File: src/rtl/asip_fetch_pkg.sv
// Shared types and constants for the ASIP instruction fetch front-end.
package asip_fetch_pkg;

    localparam int DATA_W  = 24;
    localparam int ADDR_W  = 24;
    localparam int ENTRY_W = DATA_W + ADDR_W;

    typedef logic [DATA_W-1:0] instr_t;
    typedef logic [ADDR_W-1:0] addr_t;

    typedef enum logic {
        FETCH = 1'b0,
        FLUSH = 1'b1
    } fetch_state_e;

    typedef struct packed {
        instr_t instr;
        addr_t  pc;
    } fetch_entry_t;

    localparam addr_t RESET_PC_DEFAULT = '0;

    function automatic logic [15:0] sat_inc16(input logic [15:0] v);
        return (v == 16'hFFFF) ? v : v + 16'd1;
    endfunction

endpackage

File: src/rtl/fetch_fifo.sv
// Synchronous FIFO of fetch entries with clear; head is read from registered storage.
module fetch_fifo
    import asip_fetch_pkg::*;
#(
    parameter int DEPTH = 4,
    parameter int CNT_W = $clog2(DEPTH) + 1
) (
    input  logic               clk,
    input  logic               reset,
    input  logic               clear_i,
    input  logic               push_i,
    input  logic [ENTRY_W-1:0] push_data_i,
    input  logic               pop_i,
    output logic               head_valid_o,
    output logic [ENTRY_W-1:0] head_data_o,
    output logic [CNT_W-1:0]   count_o
);

    localparam int PTR_W = $clog2(DEPTH);

    logic [ENTRY_W-1:0] mem_q [DEPTH];
    logic [PTR_W-1:0]   rd_ptr_q, wr_ptr_q;
    logic [CNT_W-1:0]   count_q;
    logic               do_push, do_pop;

    // Push at full is legal only because the same-cycle pop frees the slot.
    assign do_pop  = pop_i && (count_q != '0);
    assign do_push = push_i && ((count_q != CNT_W'(DEPTH)) || do_pop);

    always_ff @(posedge clk) begin
        if (reset || clear_i) begin
            rd_ptr_q <= '0;
            wr_ptr_q <= '0;
            count_q  <= '0;
        end else begin
            if (do_push) wr_ptr_q <= wr_ptr_q + PTR_W'(1);
            if (do_pop)  rd_ptr_q <= rd_ptr_q + PTR_W'(1);
            count_q <= count_q + CNT_W'(do_push) - CNT_W'(do_pop);
        end
    end

    always_ff @(posedge clk) begin
        if (!reset && !clear_i && do_push) mem_q[wr_ptr_q] <= push_data_i;
    end

    assign head_valid_o = (count_q != '0);
    assign head_data_o  = head_valid_o ? mem_q[rd_ptr_q] : '0;
    assign count_o      = count_q;

endmodule

File: src/rtl/instr_prefetch_queue.sv
// In-order instruction prefetch with credit-limited requests and redirect flush.
// Perf counters are present only when PREFETCH_PERF_EN is defined.
module instr_prefetch_queue
    import asip_fetch_pkg::*;
#(
    parameter int    DEPTH    = 4,
    parameter addr_t RESET_PC = RESET_PC_DEFAULT
) (
    input  logic              clk,
    input  logic              reset,
    input  logic              redirect_valid,
    input  logic [ADDR_W-1:0] redirect_pc,
    output logic              mem_req_valid,
    output logic [ADDR_W-1:0] mem_req_addr,
    input  logic              mem_req_ready,
    input  logic              mem_rsp_valid,
    input  logic [DATA_W-1:0] mem_rsp_data,
    output logic              out_valid,
    output logic [DATA_W-1:0] out_instr,
    output logic [ADDR_W-1:0] out_pc,
    input  logic              out_ready,
`ifdef PREFETCH_PERF_EN
    output logic [15:0]       perf_fetches,
    output logic [15:0]       perf_drops,
    output logic [15:0]       perf_stalls,
`endif
    output logic              dbg_state
);

    // Handshakes: a request or a pop transfers on any cycle where valid && ready;
    // valid never depends on ready, and a pending request is withdrawn only by a redirect.

    localparam int CNT_W = $clog2(DEPTH) + 1;
    localparam logic [CNT_W:0] DEPTH_C = (CNT_W + 1)'(DEPTH);

    fetch_state_e       state_q, state_d;
    addr_t              fetch_pc_q, fetch_pc_d;
    addr_t              pc_tag_q, pc_tag_d;
    logic [CNT_W-1:0]   inflight_q, inflight_d;
    logic [CNT_W-1:0]   drop_cnt_q, drop_cnt_d;
    logic [CNT_W-1:0]   fifo_count, inflight_after_rsp;
    logic [CNT_W:0]     credit_used;
    logic               req_fire, push, pop, rsp_drop;
    logic [ENTRY_W-1:0] head_bits;
    fetch_entry_t       head_entry, push_entry;

    assign credit_used   = {1'b0, fifo_count} + {1'b0, inflight_q};
    assign mem_req_valid = !reset && (state_q == FETCH) && !redirect_valid && (credit_used < DEPTH_C);
    assign mem_req_addr  = fetch_pc_q;
    assign req_fire      = mem_req_valid && mem_req_ready;

    // A response arriving with a redirect belongs to the abandoned stream.
    assign inflight_after_rsp = inflight_q - CNT_W'(mem_rsp_valid);
    assign rsp_drop           = mem_rsp_valid && (redirect_valid || (drop_cnt_q != '0));
    assign push               = mem_rsp_valid && !rsp_drop;
    assign pop                = out_valid && out_ready;

    always_comb begin
        state_d    = state_q;
        fetch_pc_d = fetch_pc_q;
        pc_tag_d   = pc_tag_q;
        drop_cnt_d = drop_cnt_q;
        inflight_d = inflight_after_rsp + CNT_W'(req_fire);
        if (req_fire) fetch_pc_d = fetch_pc_q + addr_t'(1);
        if (push) pc_tag_d = pc_tag_q + addr_t'(1);
        if (mem_rsp_valid && (drop_cnt_q != '0)) drop_cnt_d = drop_cnt_q - CNT_W'(1);
        if ((state_q == FLUSH) && (drop_cnt_d == '0)) state_d = FETCH;
        if (redirect_valid) begin
            fetch_pc_d = redirect_pc;
            pc_tag_d   = redirect_pc;
            drop_cnt_d = inflight_after_rsp;
            state_d    = (inflight_after_rsp != '0) ? FLUSH : FETCH;
        end
    end

    always_ff @(posedge clk) begin
        if (reset) begin
            state_q    <= FETCH;
            fetch_pc_q <= RESET_PC;
            pc_tag_q   <= RESET_PC;
            inflight_q <= '0;
            drop_cnt_q <= '0;
        end else begin
            state_q    <= state_d;
            fetch_pc_q <= fetch_pc_d;
            pc_tag_q   <= pc_tag_d;
            inflight_q <= inflight_d;
            drop_cnt_q <= drop_cnt_d;
        end
    end

    assign push_entry = '{instr: mem_rsp_data, pc: pc_tag_q};

    fetch_fifo #(
        .DEPTH (DEPTH),
        .CNT_W (CNT_W)
    ) u_fifo (
        .clk          (clk),
        .reset        (reset),
        .clear_i      (redirect_valid),
        .push_i       (push),
        .push_data_i  (push_entry),
        .pop_i        (pop),
        .head_valid_o (out_valid),
        .head_data_o  (head_bits),
        .count_o      (fifo_count)
    );

    assign head_entry = fetch_entry_t'(head_bits);
    assign out_instr  = head_entry.instr;
    assign out_pc     = head_entry.pc;
    assign dbg_state  = state_q;

`ifdef PREFETCH_PERF_EN
    logic [15:0] perf_fetches_q, perf_drops_q, perf_stalls_q;

    always_ff @(posedge clk) begin
        if (reset) begin
            perf_fetches_q <= '0;
            perf_drops_q   <= '0;
            perf_stalls_q  <= '0;
        end else begin
            if (req_fire) perf_fetches_q <= sat_inc16(perf_fetches_q);
            if (rsp_drop) perf_drops_q <= sat_inc16(perf_drops_q);
            if (!out_valid && (state_q == FETCH)) perf_stalls_q <= sat_inc16(perf_stalls_q);
        end
    end

    assign perf_fetches = perf_fetches_q;
    assign perf_drops   = perf_drops_q;
    assign perf_stalls  = perf_stalls_q;
`endif

endmodule
File: config.mk
export PLATFORM = sky130hd
export DESIGN_NAME = instr_prefetch_queue
export DESIGN_NICKNAME = d
export VERILOG_FILES = /design/src/rtl/asip_fetch_pkg.sv /design/src/rtl/fetch_fifo.sv /design/src/rtl/instr_prefetch_queue.sv
export SDC_FILE = /design/constraint.sdc
export NUM_CORES = 1
export LEC_CHECK = 0
export BUFFER_PORTS_ARGS = -buffer_cell sky130_fd_sc_hd__buf_2
export CAP_MARGIN = 15
export CORE_ASPECT_RATIO = 1.75
export CORE_UTILIZATION = 63
export DETAILED_ROUTE_END_ITERATION = 8
export PLACE_DENSITY = 0.85
export SLEW_MARGIN = 25
export SYNTH_ARGS = -nofsm -noshare
export SYNTH_HDL_FRONTEND = slang
export SYNTH_SLANG_ARGS = --single-unit
File: constraint.sdc
create_clock -name clk -period 6.3 [get_ports clk]
set_clock_uncertainty 0.1 [all_clocks]
set_input_delay 1.26 -clock clk [delete_from_list [all_inputs] [get_ports clk]]
set_output_delay 1.26 -clock clk [all_outputs]
set_load 0.05 [all_outputs]
== Word-level counts from Yosys, hierarchy flattened ==
Memory sizes are Yosys's and may differ from the RTL's. A register that Yosys moved wholly into a read port is not among the register bits.
Index checks and enable logic that the tools add are counted.
W data, S select, Z words.

* Word-level logic and storage cells: 62
* Memories kept: 1
* Output and inout port bits: 75
* Bits in writable memories: 192
* Bits in registers: 62
* Input bits: 54

{| class="wikitable"
|+ Memory list
! name !! words !! bits a word !! rd ports !! clocked after memory_dff !! write ports !! line !! text
|-
| u_fifo.mem_q || 4 || 48 || 1 || 1 || 1 || fetch_fifo.sv:21 || <nowiki>logic [ENTRY_W-1:0] mem_q [DEPTH];</nowiki>
|}

* Eq/ne operators: 1
* Multiplexer cells: 14
* Add/sub/neg operators: 10
* Reduce and logical (&&, ||, !) cells: 26
* Bitwise operators: 1
* $lt $le $gt $ge: 1

{| class="wikitable"
|+ Operator list
! kind !! count
|-
| $mux W24 || 4
|-
| $add A24 B1 Y24 const B || 2
|-
| $mux W48 || 1
|-
| $logic_and A1 B1 Y1 || 13
|-
| $reduce_bool A3 Y1 || 3
|-
| $add A3 B1 Y3 || 2
|-
| $mux W3 || 2
|-
| $reduce_bool A2 Y1 || 3
|-
| $sub A3 B1 Y3 || 2
|-
| $mux W1 || 5
|-
| $add A2 B1 Y2 const B || 2
|-
| $add A3 B3 Y4 || 1
|-
| $lt A4 B3 Y1 const B || 1
|-
| $mux W2 || 2
|-
| $logic_not A1 Y1 || 3
|-
| $logic_not A3 Y1 || 1
|-
| $logic_or A1 B1 Y1 || 3
|-
| $ne A3 B3 Y1 const B || 1
|-
| $sub A3 B1 Y3 const B || 1
|-
| $not A1 Y1 || 1
|}

== Logic depth before layout (Yosys ltp) ==
* Depth after elaboration: 9
* Mapped depth: 9
* Gate-level depth less buffers: 9

== Modules after synthesis ==
Synthesis repeated with hierarchy kept, for this count alone.

* Cell total of the unflattened synthesis: 751
* Area total of the unflattened synthesis: 10,973.0 µm²

{| class="wikitable"
|+ By module, submodules not included
! module !! times used !! cells each !! area an instance (µm²)
|-
| fetch_fifo || 1 || 353 || 7,714.9
|-
| instr_prefetch_queue || 1 || 398 || 3,258.1
|}

== Worst setup path before layout ==
No wires, ideal clock.

* Path type: input-to-reg
* Start: input redirect_valid
* End: memory u_fifo.mem_q[0][0] (netlist name), enable pin
* Arrival: 3.225 ns
* Path slack: 2.564 ns
* Library setup time: 0.411 ns
* Stages on the path: 5
* Required time: 5.789 ns
* Buffers on the path: 2
* Cell sequence: clkbuf_1 > or2_2 > clkbuf_1 > nor2_1 > and2_1

* Cells in the longest elaborated chain, start to end: 8
* Elaborated cells between the ends (all ways): 10

{| class="wikitable"
|+ Ends and longest elaborated chain
! element !! line !! text
|-
| from (decl) || instr_prefetch_queue.sv:11 || <nowiki>input logic redirect_valid,</nowiki>
|-
| $logic_or A1 B1 Y1 || instr_prefetch_queue.sv:54 || <nowiki>assign rsp_drop = mem_rsp_valid && (redirect_valid || (drop_cnt_q != '0));</nowiki>
|-
| $logic_and A1 B1 Y1 || instr_prefetch_queue.sv:54 ||
|-
| $logic_not A1 Y1 || instr_prefetch_queue.sv:55 || <nowiki>assign push = mem_rsp_valid && !rsp_drop;</nowiki>
|-
| $logic_and A1 B1 Y1 || instr_prefetch_queue.sv:55 ||
|-
| $logic_and A1 B1 Y1 || fetch_fifo.sv:28 || <nowiki>assign do_push = push_i && ((count_q != CNT_W'(DEPTH)) || do_pop);</nowiki>
|-
| $logic_and A1 B1 Y1 * || fetch_fifo.sv:43 || <nowiki>if (!reset && !clear_i && do_push) mem_q[wr_ptr_q] <= push_data_i;</nowiki>
|-
| $mux W1 * || fetch_fifo.sv:43 ||
|-
| $mux W1 (not written as such) * || fetch_fifo.sv:43 ||
|-
| to (decl) || fetch_fifo.sv:21 ||
|}

Every way passes the cells marked *; elsewhere a longest branch is shown, timed or not.

== Worst setup path in the final report ==
* Start: input reset
* End: output mem_req_valid

* Cells in the longest elaborated chain, start to end: 4

{| class="wikitable"
|+ Ends and longest elaborated chain
! element !! line !! text
|-
| from (decl) || instr_prefetch_queue.sv:10 || <nowiki>input logic reset,</nowiki>
|-
| $logic_not A1 Y1 || instr_prefetch_queue.sv:48 || <nowiki>assign mem_req_valid = !reset && (state_q == FETCH) && !redirect_valid && (credit_used < DEPTH_C);</nowiki>
|-
| $logic_and A1 B1 Y1 (3 in series) || instr_prefetch_queue.sv:48 ||
|-
| to (decl) || instr_prefetch_queue.sv:13 || <nowiki>output logic mem_req_valid,</nowiki>
|}

Every way passes these cells.

==> impl_metrics.py <==
metrics = {
    "placement": {
        "dp_slack_ps": 2210,
        "dp_hpwl_mm": 14.5,
        "port_buffers": 128,
        "gp_congestion": 0.872,
    },
    "layout": {
        "final_cell_mix": "edfxtp_1, buf_2, dfxtp_1",
        "diodes": 0,
        "seqCellArea_um2": 7050,
        "nets": 925,
        "fillCellCount": 1077,
        "layout_commonest_cell": "edfxtp_1",
        "final_util": 0.737,
        "area_delta_synth_final_pct": 15.0,
        "drive_gt1_frac": 0.276,
        "multi_input_area_um2": 3530,
    },
    "worst_setup_path": {
        "start_kind": "input port",
        "worstPathArrival_ps": 2750,
        "regToRegEndpoint": "u_fifo.mem_q[1][9]",
        "r2r_start": "drop_cnt_q[0]",
        "ff2ff_setup_slack_ps": 3500,
        "cp-end-kind": "primary output",
        "worstSetupPathType": "in -> out",
        "reg2reg_depth": 7,
        "worstPathRequired_ps": 4940,
        "crit_fanout": 52,
    },
    "global_route": {
        "grt_antenna_before_repair": 0,
        "grt_max_degree": 53,
        "track_usage": 0.265,
        "grt_pass1_vias": 6633,
        "grt-ovfl-total": 0,
        "grt_pass1_wl_mm": 35.5,
    },
    "detailed_routing": {
        "first_iter_violations": 529,
        "avgRoutedWirePerCell_um": 20.7,
        "first_pass_iters": 5,
        "routed_wl_mm": 22.7,
        "vias_per_cell": 6.04,
        "drc": 0,
        "vias": 6627,
        "final_antenna_net_count": 0,
    },
    "cts": {
        "htree_levels": 1,
        "numCtsBuffers": 22,
        "cts.clk_slew.worst_paths_ps": 70,
        "clock_latency_ps": 510,
        "hold_buffers": 0,
        "postCtsSetupRepairBufs": 0,
        "cts_tree": "yes",
        "numClockSinks": 256,
        "root_buffer": "clkbuf_16",
        "cts_resized": 0,
        "cts.path.max_buffers": 3,
    },
    "logic_synthesis": {
        "synth-compound-area-share": 0.0518,
        "synth-simple-area-share": 0.118,
        "ys.flop_type": "edfxtp_1",
        "synth_fa_ha_area_frac": 0.0204,
        "synth_top_family_by_area": "simple AND/OR/NAND/NOR gates",
        "ys_warn_count": 0,
        "syn_nets": 799,
        "async_reset_ff_frac": 0,
        "muxShareOfSynthArea": 0.106,
        "syn_avg_cell_area_um2": 14.9,
        "synth_edf_count": 192,
        "postSynthCellCount": 728,
        "synth_xor_area_frac": 0.0300,
        "ys_seq_area_frac": 0.652,
        "synth.distinct_cells": 60,
        "netlist_area_um2": 10800,
        "ys_ff_latch": 256,
    },
    "die": {
        "core_um2": 16900,
        "chipWidth_um": 101,
        "row_count": 63,
        "dieArea_um2": 17700,
        "die_h_um": 175,
        "initial_core_util": 0.641,
        "ios": 129,
    },
    "worst_hold_path": {
        "hold_path_end": "mem_req_addr[18]",
        "min_from": "mem_req_addr[18]",
        "min_path_type": "reg -> reg",
        "min_path_cells": 2,
    },
    "timing": {
        "setup_viol": 0,
        "period_needed_ps": 4110,
        "hold_violations": 0,
        "rsz0062_at_grt": "no",
        "holdWs_ps": 433,
        "slew_headroom": 0.341,
        "tns_ps": 0,
        "fin_ws_ps": 2190,
        "timing.fmax_mhz": 243,
        "period_share": 0.653,
        "final_max_slew_viol_count": 0,
        "worst_pin_slew_ps": 989,
    },
    "power_and_ir_drop": {
        "leakage_nw": 4.53,
        "p_per_area_nw_per_um2": 305,
        "total_power_mw": 3.79,
        "ir_drop_v": 0.000256,
    },
    "job": {
        "max_cap_violations": 0,
    },
    "outcome": {
        "status": "finished clean",
    },
}
metrics by stage:
step / cells / instance area [um^2]
floorplan: 728 / 10800
global placement: 1056 / 11600
detailed placement: 1056 / 11600
CTS: 1096 / 12400
global route: 1097 / 12400
finish: 1097 / 12400
cell type report:
| cell class | instances | share of cell area |
|---|---|---|
| timing repair buffer | 136 | 0.0580 |
| clock inverter | 11 | 0.0129 |
| clock buffer | 29 | 0.0481 |
| multi-input combinational | 414 | 0.284 |
| sequential | 256 | 0.567 |
| inverter | 24 | 0.00724 |
| tap | 227 | 0.0228 |
critical path, stage by stage:
cell and delay (ps):
buf_2 720, nor2_1 290, and3_2 260, buf_2 200
where the power goes:
| group | total (mW) | switching [mW] | leakage, nW | internal (mW) |
|---|---|---|---|---|
| logic | 0.458 | 0.317 | 1.89 | 0.141 |
| registers | 1.91 | 0.0530 | 2.28 | 1.86 |
| clock network | 1.42 | 0.583 | 0.362 | 0.837 |
Yosys cell counts (5+ instances only):
cell type	count	area (um^2)
buf_2	6	30.0
xnor2_1	12	105
ha_1	16	200
nand3_1	20	100
inv_1	23	86.3
a31oi_1	7	43.8
nor2_1	41	154
and4_1	5	43.8
clkbuf_1	20	75.1
nand2_1	40	150
nor3_1	7	35.0
edfxtp_1	192	5770
nand4_1	17	106
a21oi_1	32	160
dfxtp_1	64	1280
buf_1	6	22.5
and2_1	56	350
xor2_1	25	219
and3_1	5	31.3
a211oi_1	11	82.6
a21boi_0	6	45.0
mux4_2	48	1080
worst max-delay path by stage:
stage | end | start | slack, ps | depth (start not counted)
global route | mem_req_valid | reset | 2100 | 4
detailed placement | mem_req_valid | reset | 2210 | 4
global placement | mem_req_valid | reset | 2230 | 4
CTS | mem_req_valid | reset | 2210 | 4
floorplan | u_fifo.mem_q[0][0] | redirect_valid | 2560 | 5
finish | mem_req_valid | reset | 2190 | 4
metal layers:
metal | part of all wire | GRT usage | up-vias
met5 | 0 | 0 | -
met4 | 0.027 | 0.0990 | 0
li1 | - | - | 3007
met2 | 0.54 | 0.467 | 311
met1 | 0.38 | 0.336 | 3260
met3 | 0.053 | 0.0287 | 49
state kept, by name (all words and copies together), names as in the netlist, named ones only:
| name | cells |
|---|---|
| dbg_state | 1 |
| u_fifo.mem_q | 192 |
| pc_tag_q | 24 |
| mem_req_addr | 24 |
| inflight_q | 3 |
| u_fifo.wr_ptr_q | 2 |
| drop_cnt_q | 3 |
| u_fifo.rd_ptr_q | 2 |
| u_fifo.count_o | 3 |
logic make-up (layout without fill, tap and decap cells):
logic type,Yosys count,after routing
flops,256,256
simple gates,221,221
compound gates,85,85
buf+inv,58,200
mux,54,54
xor+xnor,37,37
fa+ha+maj,17,17
(Power assumes the default switching activity.)
